[config.mk]
export PLATFORM = sky130hd
export DESIGN_NAME = serial_add_ctrl
export DESIGN_NICKNAME = d
export VERILOG_FILES = /design/src/rtl/serial_add_ctrl.sv
export SDC_FILE = /design/constraint.sdc
export NUM_CORES = 1
export LEC_CHECK = 0
export ABC_AREA = 1
export BUFFER_PORTS_ARGS = -buffer_cell sky130_fd_sc_hd__buf_2
export CAP_MARGIN = 40
export CORE_MARGIN = 2
export CORE_UTILIZATION = 58
export CTS_CLUSTER_SIZE = 8
export DETAILED_ROUTE_END_ITERATION = 6
export PLACE_DENSITY = 0.82
export SLEW_MARGIN = 25
export SYNTH_ARGS = -nofsm -noshare
export SYNTH_HDL_FRONTEND = slang
export SYNTH_HIERARCHICAL = 1
export SYNTH_SLANG_ARGS = --single-unit
[constraint.sdc]
create_clock -name clk -period 3.1 [get_ports clk]
set_input_delay 0.31 -clock clk [delete_from_list [all_inputs] [get_ports clk]]
set_output_delay 0.31 -clock clk [all_outputs]
set_load 0.02 [all_outputs]
[src/rtl/serial_add_ctrl.sv]
// serial_add_ctrl: bit-serial adder sequencer.
// One full_adder is reused for WIDTH cycles. Operands go in LSB first and the
// sum is assembled in a right-shifting register. A start/busy/done handshake
// runs one addition at a time.
// Optional build macro SERIAL_ADD_OVF_EN adds a registered two's-complement
// overflow output, ovf.

// Single-bit combinational full adder, the shared datapath core.
module full_adder (
    input  logic a,
    input  logic b,
    input  logic c_in,
    output logic sum,
    output logic c_out
);
    assign sum   = a ^ b ^ c_in;
    assign c_out = (a & b) | (a & c_in) | (b & c_in);
endmodule

module serial_add_ctrl #(
    parameter int WIDTH = 8
) (
    input  logic             clk,
    input  logic             rst_n,
    input  logic             start,
    input  logic [WIDTH-1:0] a,
    input  logic [WIDTH-1:0] b,
    input  logic             c_in,
    output logic             busy,
    output logic             done,
    output logic [WIDTH-1:0] sum,
`ifdef SERIAL_ADD_OVF_EN
    output logic             ovf,
`endif
    output logic             c_out
);
    // A 1-bit counter is still needed when WIDTH=1.
    localparam int CW = (WIDTH > 1) ? $clog2(WIDTH) : 1;
    localparam logic [CW-1:0] LAST = CW'(WIDTH - 1);

    typedef enum logic [1:0] {IDLE, RUN, DONE} state_t;

    state_t           state;
    logic [WIDTH-1:0] sha;
    logic [WIDTH-1:0] shb;
    logic [WIDTH-1:0] psum;
    logic             carry;
    logic [CW-1:0]    cnt;

    logic             fa_s;
    logic             fa_co;
    logic [WIDTH-1:0] psum_nxt;

    full_adder u_fa (
        .a    (sha[0]),
        .b    (shb[0]),
        .c_in (carry),
        .sum  (fa_s),
        .c_out(fa_co)
    );

    // Each new sum bit enters at the MSB. After WIDTH shifts, bit 0 holds the
    // LSB. The shift form also works when WIDTH=1.
    assign psum_nxt = (psum >> 1) | (WIDTH'(fa_s) << (WIDTH - 1));

    // Sequencer FSM. busy and done are registered copies of the state, so
    // each one follows the state by one cycle.
    always_ff @(posedge clk) begin
        if (!rst_n) begin
            state <= IDLE;
            busy  <= 1'b0;
            done  <= 1'b0;
            sum   <= '0;
            c_out <= 1'b0;
`ifdef SERIAL_ADD_OVF_EN
            ovf   <= 1'b0;
`endif
            sha   <= '0;
            shb   <= '0;
            psum  <= '0;
            carry <= 1'b0;
            cnt   <= '0;
        end else begin
            busy <= (state != IDLE);
            done <= (state == DONE);
            case (state)
                IDLE: begin
                    if (start) begin
                        sha   <= a;
                        shb   <= b;
                        carry <= c_in;
                        psum  <= '0;
                        cnt   <= '0;
                        state <= RUN;
                    end
                end
                RUN: begin
                    psum  <= psum_nxt;
                    sha   <= sha >> 1;
                    shb   <= shb >> 1;
                    carry <= fa_co;
                    cnt   <= cnt + 1'b1;
                    if (cnt == LAST) begin
                        sum   <= psum_nxt;
                        c_out <= fa_co;
`ifdef SERIAL_ADD_OVF_EN
                        // On the last bit, carry is the carry into the MSB.
                        ovf   <= carry ^ fa_co;
`endif
                        state <= DONE;
                    end
                end
                DONE:    state <= IDLE;
                default: state <= IDLE;
            endcase
        end
    end
endmodule

==> results of run 1 <==
cell type report:
type	count	area, um^2
clock buffer	6	51.3
clock inverter	2	10.0
fill	262	877
inverter	40	151
multi-input combinational	164	718
sequential	40	801
tap	31	38.8
timing repair buffer	31	158
critical path, delay by kind of cell (launching register included):
family / cells / cell delay (ns)
flops: 1 / 0.56
compound gates: 1 / 0.61
simple gates: 3 / 0.20
buf+inv: 1 / 0.38
routing by layer:
metal | vias up | routed length [um]
li1 | 815 | -
met1 | 644 | 1490
met2 | 41 | 1370
met3 | 7 | 172
met4 | 0 | 57
met5 | - | 0
cell families after synthesis:
| logic type | share of synthesized area [%] |
|---|---|
| buffers and inverters | 13.2 |
| adders and majority gates | 2.57 |
| AOI/OAI and AO/OA | 8.80 |
| DFF | 45.8 |
| and+or+nand+nor | 29.7 |
path summary, 6_finish.rpt:
check | startpoint | endpoint | slack (ns) | depth (start not counted)
max reg2reg | state[0] | sha[6] | 1.24 | 5
max | state[0] | sha[6] | 1.24 | 5
min | a[7] | sha[7] | 0.24 | 3
min reg2reg | sha[7] | sha[7] | 0.47 | 2
stage by stage:
step / instances / utilization, % / instance area [um^2]
finish: 314 / 68.7 / 1930
global route: 314 / 68.7 / 1930
CTS: 314 / 68.7 / 1930
detailed placement: 306 / 66.5 / 1870
global placement: 306 / 66.5 / 1870
floorplan: 255 / - / 1750
cell usage after synthesis (all sizes together):
library cell and n:
clkbuf 1, ha 2, nor2 22, fa 1, o21ai 4, inv 39, a21oi 26, clkinv 1
buf 10, nor3 2, dfxtp 40, nand3 10, nand2 97
state kept, by name (all words and copies together), names as in the netlist:
signal  cells
sha         8
shb         8
sum         8
psum        7
cnt         3
state       2
busy        1
c_out       1
carry       1
done        1
where the power goes:
group | total [uW] | switching, uW | internal [uW] | leakage, uW
logic | 115 | 70.0 | 44.8 | 0.000651
clock network | 270 | 162 | 108 | 0.0000380
registers | 554 | 15.3 | 538 | 0.000328
total | 938 | 247 | 691 | 0.00102
==> impl_metrics.ini, run 1 <==
[outcome]
status = complete, but fails checks
violations = DRC

[worst_setup_path]
crit_type = register to register
critPathLaunchType = register
slowest_delay_ns = 0.61
critPathArrivalTime_ns = 2.10
crit_required_ns = 3.34
worstSetupEndpointType = register
cpMostUsedCell = nand2_1
crit_fanout = 28
slowest_stage = o21ai_2
path_cells = o21ai_2 > buf_4 > nand2_1 > nand2_1 > nor2_1

[floorplanning]
die_area_um2 = 3470
die_w_um = 58.9
start_util_pct = 62.4
row_count = 19
core_area_um2 = 2810
die_h_um = 58.9
ios = 31

[sta]
drv_slew = 0
rsz0062_at_grt = no
layout_setup_ws_ns = 1.24
worst_hold_slack_ns = 0.239
timing.final.crit_period_ns = 1.86
finalHoldViolCount = 0
max_freq_ghz = 0.539
tns_ns = 0
slew-limit-headroom_pct = 50.0
fin_worst_skew_ns = 0.00738
worstMarginPinSlew_ns = 0.749
setup_violations = 0
post-route-period-util_pct = 59.8

[placed_design]
dp_hpwl_um = 2070
place_congestion = 0.767
port_buffers = 30
place_ws_ns = 1.26

[yosys]
ys_seq_area_share_pct = 45.8
synth_area_um2 = 1750
synth_top_area_share_pct = 45.8
ys_warn_count = 6
synthCells = 255
synth_area_leaders = dfxtp_1 (46%), nand2_1 (20%), inv_1 (7.7%)
syn-mean-instance-area_um2 = 6.86
synth-seq-cells = 40
yosys.area.top_type = dfxtp_1
synth_nets = 278
synth.distinct_cells = 21

[finish]
area_growth_pct = 10.2
drive_gt1_share_pct = 16.6
most-common-layout-cells = nand2_1 (95), dfxtp_1 (40), inv_1 (36)
diodes = 0
layout_commonest_cell = nand2_1
final_nets = 305

[detailed_routing]
routed_wirelength_um = 3090
ant_nets = 0
vias_per_cell = 4.80
vias = 1507
dr.pass1.iters = 6
drt_iter0_markers = 69
wl_per_cell_um = 9.85
drc_errors = 2

[global_routing]
grt_pass1_wl_um = 5250
grt_max_degree = 29
grt_use_total_pct = 20.3
grt_pass1_vias = 1264
antenna_found_initial = 0
met1_usage_pct = 25.7
globalRoute.totalOverflow = 0
grt_use_met2_pct = 32.1
busiest_layer = met2
use_met3_pct = 4.62

[power_and_ir_drop]
power.density_cell_area_nw_per_um2 = 487
max-vdd-ir-drop_v = 0.000303
power.total_uw = 938
p_leak_uw = 0.00102

[flow_run]
cap_violations = 0

[clock_network]
cts_resized = 0
postCtsSetupRepairBufs = 0
cts.clk_slew.worst_paths_ns = 0.11
clock_path_buffers = 2
htreeDepth = 2
cts_tree = yes
cts_made_buffers = 5
cts_root_buffer = clkbuf_4
ctsHoldBuffers = 0
clk-insertion-delay-late_ns = 0.34
cts_sinks = 40

[hold_path]
hp-class = input port to register
Note: power is estimated with default switching activity, not from simulation.
==> run 2: changes to the inputs <==
--- a/config.mk
+++ b/config.mk
@@ -5,14 +5,14 @@
 export SDC_FILE = /design/constraint.sdc
 export NUM_CORES = 1
 export LEC_CHECK = 0
-export ABC_AREA = 1
+export ABC_AREA = 0
 export BUFFER_PORTS_ARGS = -buffer_cell sky130_fd_sc_hd__buf_2
 export CAP_MARGIN = 40
 export CORE_MARGIN = 2
-export CORE_UTILIZATION = 58
+export CORE_UTILIZATION = 54
 export CTS_CLUSTER_SIZE = 8
 export DETAILED_ROUTE_END_ITERATION = 6
-export PLACE_DENSITY = 0.82
+export PLACE_DENSITY = 0.78
 export SLEW_MARGIN = 25
 export SYNTH_ARGS = -nofsm -noshare
 export SYNTH_HDL_FRONTEND = slang
==> constraint.sdc (replaced) <==
create_clock -name clk -period 1.8 [get_ports clk]
set_input_delay 0.18 -clock clk [delete_from_list [all_inputs] [get_ports clk]]
set_output_delay 0.18 -clock clk [all_outputs]
set_load 0.02 [all_outputs]
==> run 2 against run 1 <==
  * The run now ends clean
  * Setup slack got worse by 1.1 ns
  * Total power rose by 71%
  * Combinational power rose by 50%
  * Sequential power rose by 72%
  * Register-to-register slack got worse by 1.1 ns
  * Sequential share of layout area rose by 2.0 points
  * Non-clock buffer count rose by 2
  * Worst hold slack got worse by 0.15 ns
  * Largest cell class unchanged
  * Global-route usage fell by 0.63 points
==> impl_metrics.ini, run 2 <==
[finish]
drive_gt1_share_pct = 26.9
fillers = 280
reg_top3 = sha: 8 flops, shb: 8 flops, sum: 8 flops
layoutNonFillerInstCount = 226
layout_commonest_cell = dfxtp_1
area_growth_pct = 10.7
diodes = 0
most-common-layout-cells = dfxtp_1 (40), buf_2 (31), nor2_1 (30)
final_nets = 215
design_area_um2 = 1840

[yosys]
yosys.area.top_type = dfxtp_1
ys_seq_area_share_pct = 48.2
synthArstFlopShare_pct = 0
synth_commonest_cells = dfxtp_1 (40), nor2_1 (30), a22oi_1 (11), nor2b_1 (11), o221ai_2 (10)
synth_nets = 191
synthCells = 168
ys_warn_count = 6
synth_top_area_share_pct = 48.2
dominantRegCellSynth = dfxtp_1
synth_area_leaders = dfxtp_1 (48%), o221ai_2 (9.0%), nor2_1 (6.8%)
syn-mean-instance-area_um2 = 9.88
synth_area_um2 = 1660
yosysMostFrequentCell = dfxtp_1
synth_edf_count = 0
synth.distinct_cells = 29
synth-seq-cells = 40

[global_routing]
grt_max_degree = 41
grt_pass1_wl_um = 5060
grt_use_total_pct = 19.7
grt_pass1_vias = 1127
globalRoute.totalOverflow = 0
antenna_found_initial = 0

[worst_setup_path]
crit_fanout = 15
worstSetupEndpointType = register
crit_required_ns = 2.09
crit_type = register to register
critPathArrivalTime_ns = 1.89
critPathLaunchType = register

[sta]
tns_ns = 0
worstMarginPinSlew_ns = 0.718
setup_violations = 0
finalHoldViolCount = 0
slew-limit-headroom_pct = 52.1
post-route-period-util_pct = 89.2
max_freq_ghz = 0.623
timing.final.crit_period_ns = 1.61
layout_setup_ws_ns = 0.194
drv_slew = 0
rsz0062_at_grt = no
fin_worst_skew_ns = 0.00611

[clock_network]
cts_tree = yes
cts_resized = 0
clock_path_buffers = 2
htreeDepth = 2
cts_root_buffer = clkbuf_4
cts.clk_slew.worst_paths_ns = 0.11
ctsHoldBuffers = 0
clk-insertion-delay-late_ns = 0.35
cts_sinks = 40
postCtsSetupRepairBufs = 0
cts_made_buffers = 5

[placed_design]
dpl_cell_area_um2 = 1770
place_congestion = 0.725
port_buffers = 30
place_ws_ns = 0.222
dp_cells = 217
dp_hpwl_um = 2180

[detailed_routing]
wl_met3_um = 128
drt_iter0_markers = 28
ant_nets = 0
wirelength_met1_um = 1390
vias = 1266
drc_errors = 0
wl_per_cell_um = 13.9
vias_per_cell = 5.60
wl_met2_um = 1560
top_layer = met4
routed_wirelength_um = 3140
dr.pass1.iters = 4

[hold_path]
hp-class = input port to register

[outcome]
status = complete, no violations

[floorplanning]
die_w_um = 59.5
ios = 31
row_count = 20
start_util_pct = 55.8
core_area_um2 = 2980
die_h_um = 59.5
die_area_um2 = 3530

[power_and_ir_drop]
power.total_uw = 1610
max-vdd-ir-drop_v = 0.000520
power.density_cell_area_nw_per_um2 = 875
p_leak_uw = 0.000734

[flow_run]
cap_violations = 0
## run 2: cell count changes after synthesis, moves of 5 or more
cell / delta
nor2_1: +9
o221ai_2: +10
a21oi_1: -26
nand2_1: -86
clkbuf_1: +5
a21boi_0: +9
nor2b_1: +11
o221ai_1: +5
inv_1: -35
a22oi_1: +11
## run 2: final cells by class
cell class                      instances  area [um^2]  area share [%]
Multi-Input combinational cell        111          761            41.4
Sequential cell                        40          801            43.6
Inverter                                1         3.75           0.204
Clock buffer                            6         51.3            2.79
Tap cell                               33         41.3            2.25
Timing Repair Buffer                   33          170            9.26
Clock inverter                          2         10.0           0.545
## run 2: worst paths after layout
kind	start	to	depth (start not counted)	slack, ns
worst max-delay path	state[0]	shb[2]	3	0.19
worst min-delay path	b[7]	shb[7]	3	0.09
worst max register to register	state[0]	shb[2]	3	0.19
worst min register to register	sum[3]	sum[3]	2	0.47
## run 2: cells by family after synthesis
family,count (synthesis),share of synthesized area (%)
fa+ha+maj,3,2.71
flops,40,48.2
buf+inv,17,5.95
mux,2,1.21
simple gates,68,19.7
compound gates,38,22.2
## run 2: layer usage
metal	vias to the layer above	global-route usage, %
li1	645	-
met1	582	24.3
met2	33	31.4
met3	6	4.59
met4	0	10.7
met5	-	0
## run 2: where the power goes
| part | leakage (uW) | total [uW] | switching (uW) | internal [uW] |
|---|---|---|---|---|
| Sequential | 0.000327 | 955 | 29.8 | 925 |
| Combinational | 0.000369 | 173 | 96.2 | 77.3 |
| Clock | 0.0000380 | 479 | 293 | 186 |
## run 2: stage by stage
stage | util (%) | hold slack, ns
2_1_floorplan | - | 0.351
3_3_place_gp | 59.5 | 0.447
3_5_place_dp | 59.5 | 0.454
4_1_cts | 61.6 | 0.0889
5_1_grt | 61.7 | 0.115
6_report | 61.7 | 0.0910
## run 2: critical path: stages, from the launching register on
cell and delay, ns:
dfxtp_1 0.51, or3b_1 0.64, o221ai_1 0.24, nor2_1 0.15
==> run 3: changes to the inputs <==
--- a/config.mk
+++ b/config.mk
@@ -5,14 +5,14 @@
 export SDC_FILE = /design/constraint.sdc
 export NUM_CORES = 1
 export LEC_CHECK = 0
-export ABC_AREA = 0
+export ABC_AREA = 1
 export BUFFER_PORTS_ARGS = -buffer_cell sky130_fd_sc_hd__buf_2
 export CAP_MARGIN = 40
 export CORE_MARGIN = 2
 export CORE_UTILIZATION = 54
 export CTS_CLUSTER_SIZE = 8
 export DETAILED_ROUTE_END_ITERATION = 6
-export PLACE_DENSITY = 0.78
+export PLACE_DENSITY = 0.77
 export SLEW_MARGIN = 25
 export SYNTH_ARGS = -nofsm -noshare
 export SYNTH_HDL_FRONTEND = slang
==> run 3 against run 2 <==
  * Via count up 19%
  * Total power grew 8.2%
  * Clock power increased by 20%
  * Setup slack improved by 0.28 ns
  * Critical path type unchanged
==> impl_metrics.ini, run 3 (synthesis results as in run 1) <==
[clock_network]
clk-insertion-delay-late_ns = 0.34
cts_sinks = 40
cts_tree = yes
cts.clk_slew.worst_paths_ns = 0.11
postCtsSetupRepairBufs = 0
cts_made_buffers = 5
cts_root_buffer = clkbuf_4
clock_path_buffers = 2
ctsHoldBuffers = 0
htreeDepth = 2
cts_resized = 0

[flow_run]
cap_violations = 0

[placed_design]
place_congestion = 0.758
dp_hpwl_um = 2260
dp_cells = 323
port_buffers = 30

[sta]
worstMarginPinSlew_ns = 0.430
slew-limit-headroom_pct = 71.3
finalHoldViolCount = 0
max_freq_ghz = 0.754
worst_hold_slack_ns = 0.0864
post-route-period-util_pct = 73.7
timing.final.crit_period_ns = 1.33
rsz0062_at_grt = no
tns_ns = 0
drv_slew = 0
setup_violations = 0
fin_worst_skew_ns = 0.00499

[power_and_ir_drop]
p_leak_uw = 0.00104
power.total_uw = 1740
power.density_cell_area_nw_per_um2 = 874
max-vdd-ir-drop_v = 0.000388

[detailed_routing]
top_layer = met4
dr.pass1.iters = 4
routed_wirelength_um = 3230
vias = 1512
wirelength_met1_um = 1620
drc_errors = 0
wl_met3_um = 139
ant_nets = 0
wl_per_cell_um = 9.75
drt_iter0_markers = 58
wl_met2_um = 1410
vias_per_cell = 4.57

[finish]
most-common-layout-cells = nand2_1 (95), dfxtp_1 (40), inv_1 (36)
layout_commonest_cell = nand2_1
layoutNonFillerInstCount = 331
diodes = 0
area_growth_pct = 13.7
fillers = 296
multi_input_area_um2 = 718
reg_top3 = sha: 8 flops, shb: 8 flops, sum: 8 flops
drive_gt1_share_pct = 17.4
final_nets = 309
regArea_um2 = 801

[global_routing]
grt_max_degree = 19
grt_use_total_pct = 19.8
grt_pass1_wl_um = 5410
grt_pass1_vias = 1282
antenna_found_initial = 0
globalRoute.totalOverflow = 0

[floorplanning]
die_h_um = 60.9
row_count = 20
die_area_um2 = 3710
start_util_pct = 56.8
core_area_um2 = 3080
ios = 31
die_w_um = 60.9

[worst_setup_path]
cpMostUsedCell = nand2_1
worstSetupEndpointType = register
crit_type = register to register
critPathArrivalTime_ns = 1.58
crit_required_ns = 2.05
crit_fanout = 18
slowest_stage = o21ai_2
critPathLaunchType = register
slowest_delay_ns = 0.39
path_cells = o21ai_2 > buf_4 > nand2_1 > nand2_1 > nor2_1

[outcome]
status = complete, no violations

[hold_path]
hp-class = input port to register
## run 3: cell types whose count changed in the layout (fill, tap and decap cells not counted), moves of 3 or more
cell	delta
buf_4	+3
o221ai_2	-10
nor2b_1	-11
inv_2	+3
nor2_1	-9
inv_1	+35
o221ai_1	-5
a22oi_1	-11
a21oi_1	+26
o21ai_0	+3
nand2_1	+86
a21boi_0	-9
## run 3: through the flow
stage / instance area, um^2 / setup slack [ns] / util (%)
2_1_floorplan: 1750 / 0.630 / -
3_3_place_gp: 1910 / 0.539 / 62.2
3_5_place_dp: 1910 / 0.508 / 62.2
4_1_cts: 1990 / 0.472 / 64.6
5_1_grt: 1990 / 0.370 / 64.6
6_report: 1990 / 0.474 / 64.6
## run 3: final cells by class
class | instances | share of cell area, %
sequential | 40 | 40.3
multi-input combinational | 164 | 36.1
timing repair buffer | 35 | 9.43
inverter | 40 | 7.61
tap | 44 | 2.77
clock buffer | 6 | 2.08
clock inverter | 2 | 1.76
## run 3: worst paths after layout
check / start / endpoint / slack (ns) / cells after the start
setup reg to reg: state[0] / sha[0] / 0.47 / 5
hold / removal: b[7] / shb[7] / 0.09 / 3
hold reg to reg: sha[7] / sha[7] / 0.47 / 2
setup / recovery: state[0] / sha[0] / 0.47 / 5
## run 3: worst max-delay path: cells and delay by family (launching register included)
kind                   cells  cell delay, ns
AO/OA/AOI/OAI              1            0.39
buffers and inverters      1            0.30
flip-flops                 1            0.36
AND/OR/NAND/NOR            3            0.18
## run 3: power breakdown
part / switching (uW) / internal [uW]
clock: 286 / 291
combinational: 132 / 84.7
sequential: 17.9 / 927
total: 436 / 1300
## run 3: layer usage
metal,up-vias,global-route usage [%]
met4,0,10.9
li1,825,-
met2,31,29.0
met3,7,3.84
met1,649,27.3
met5,-,0
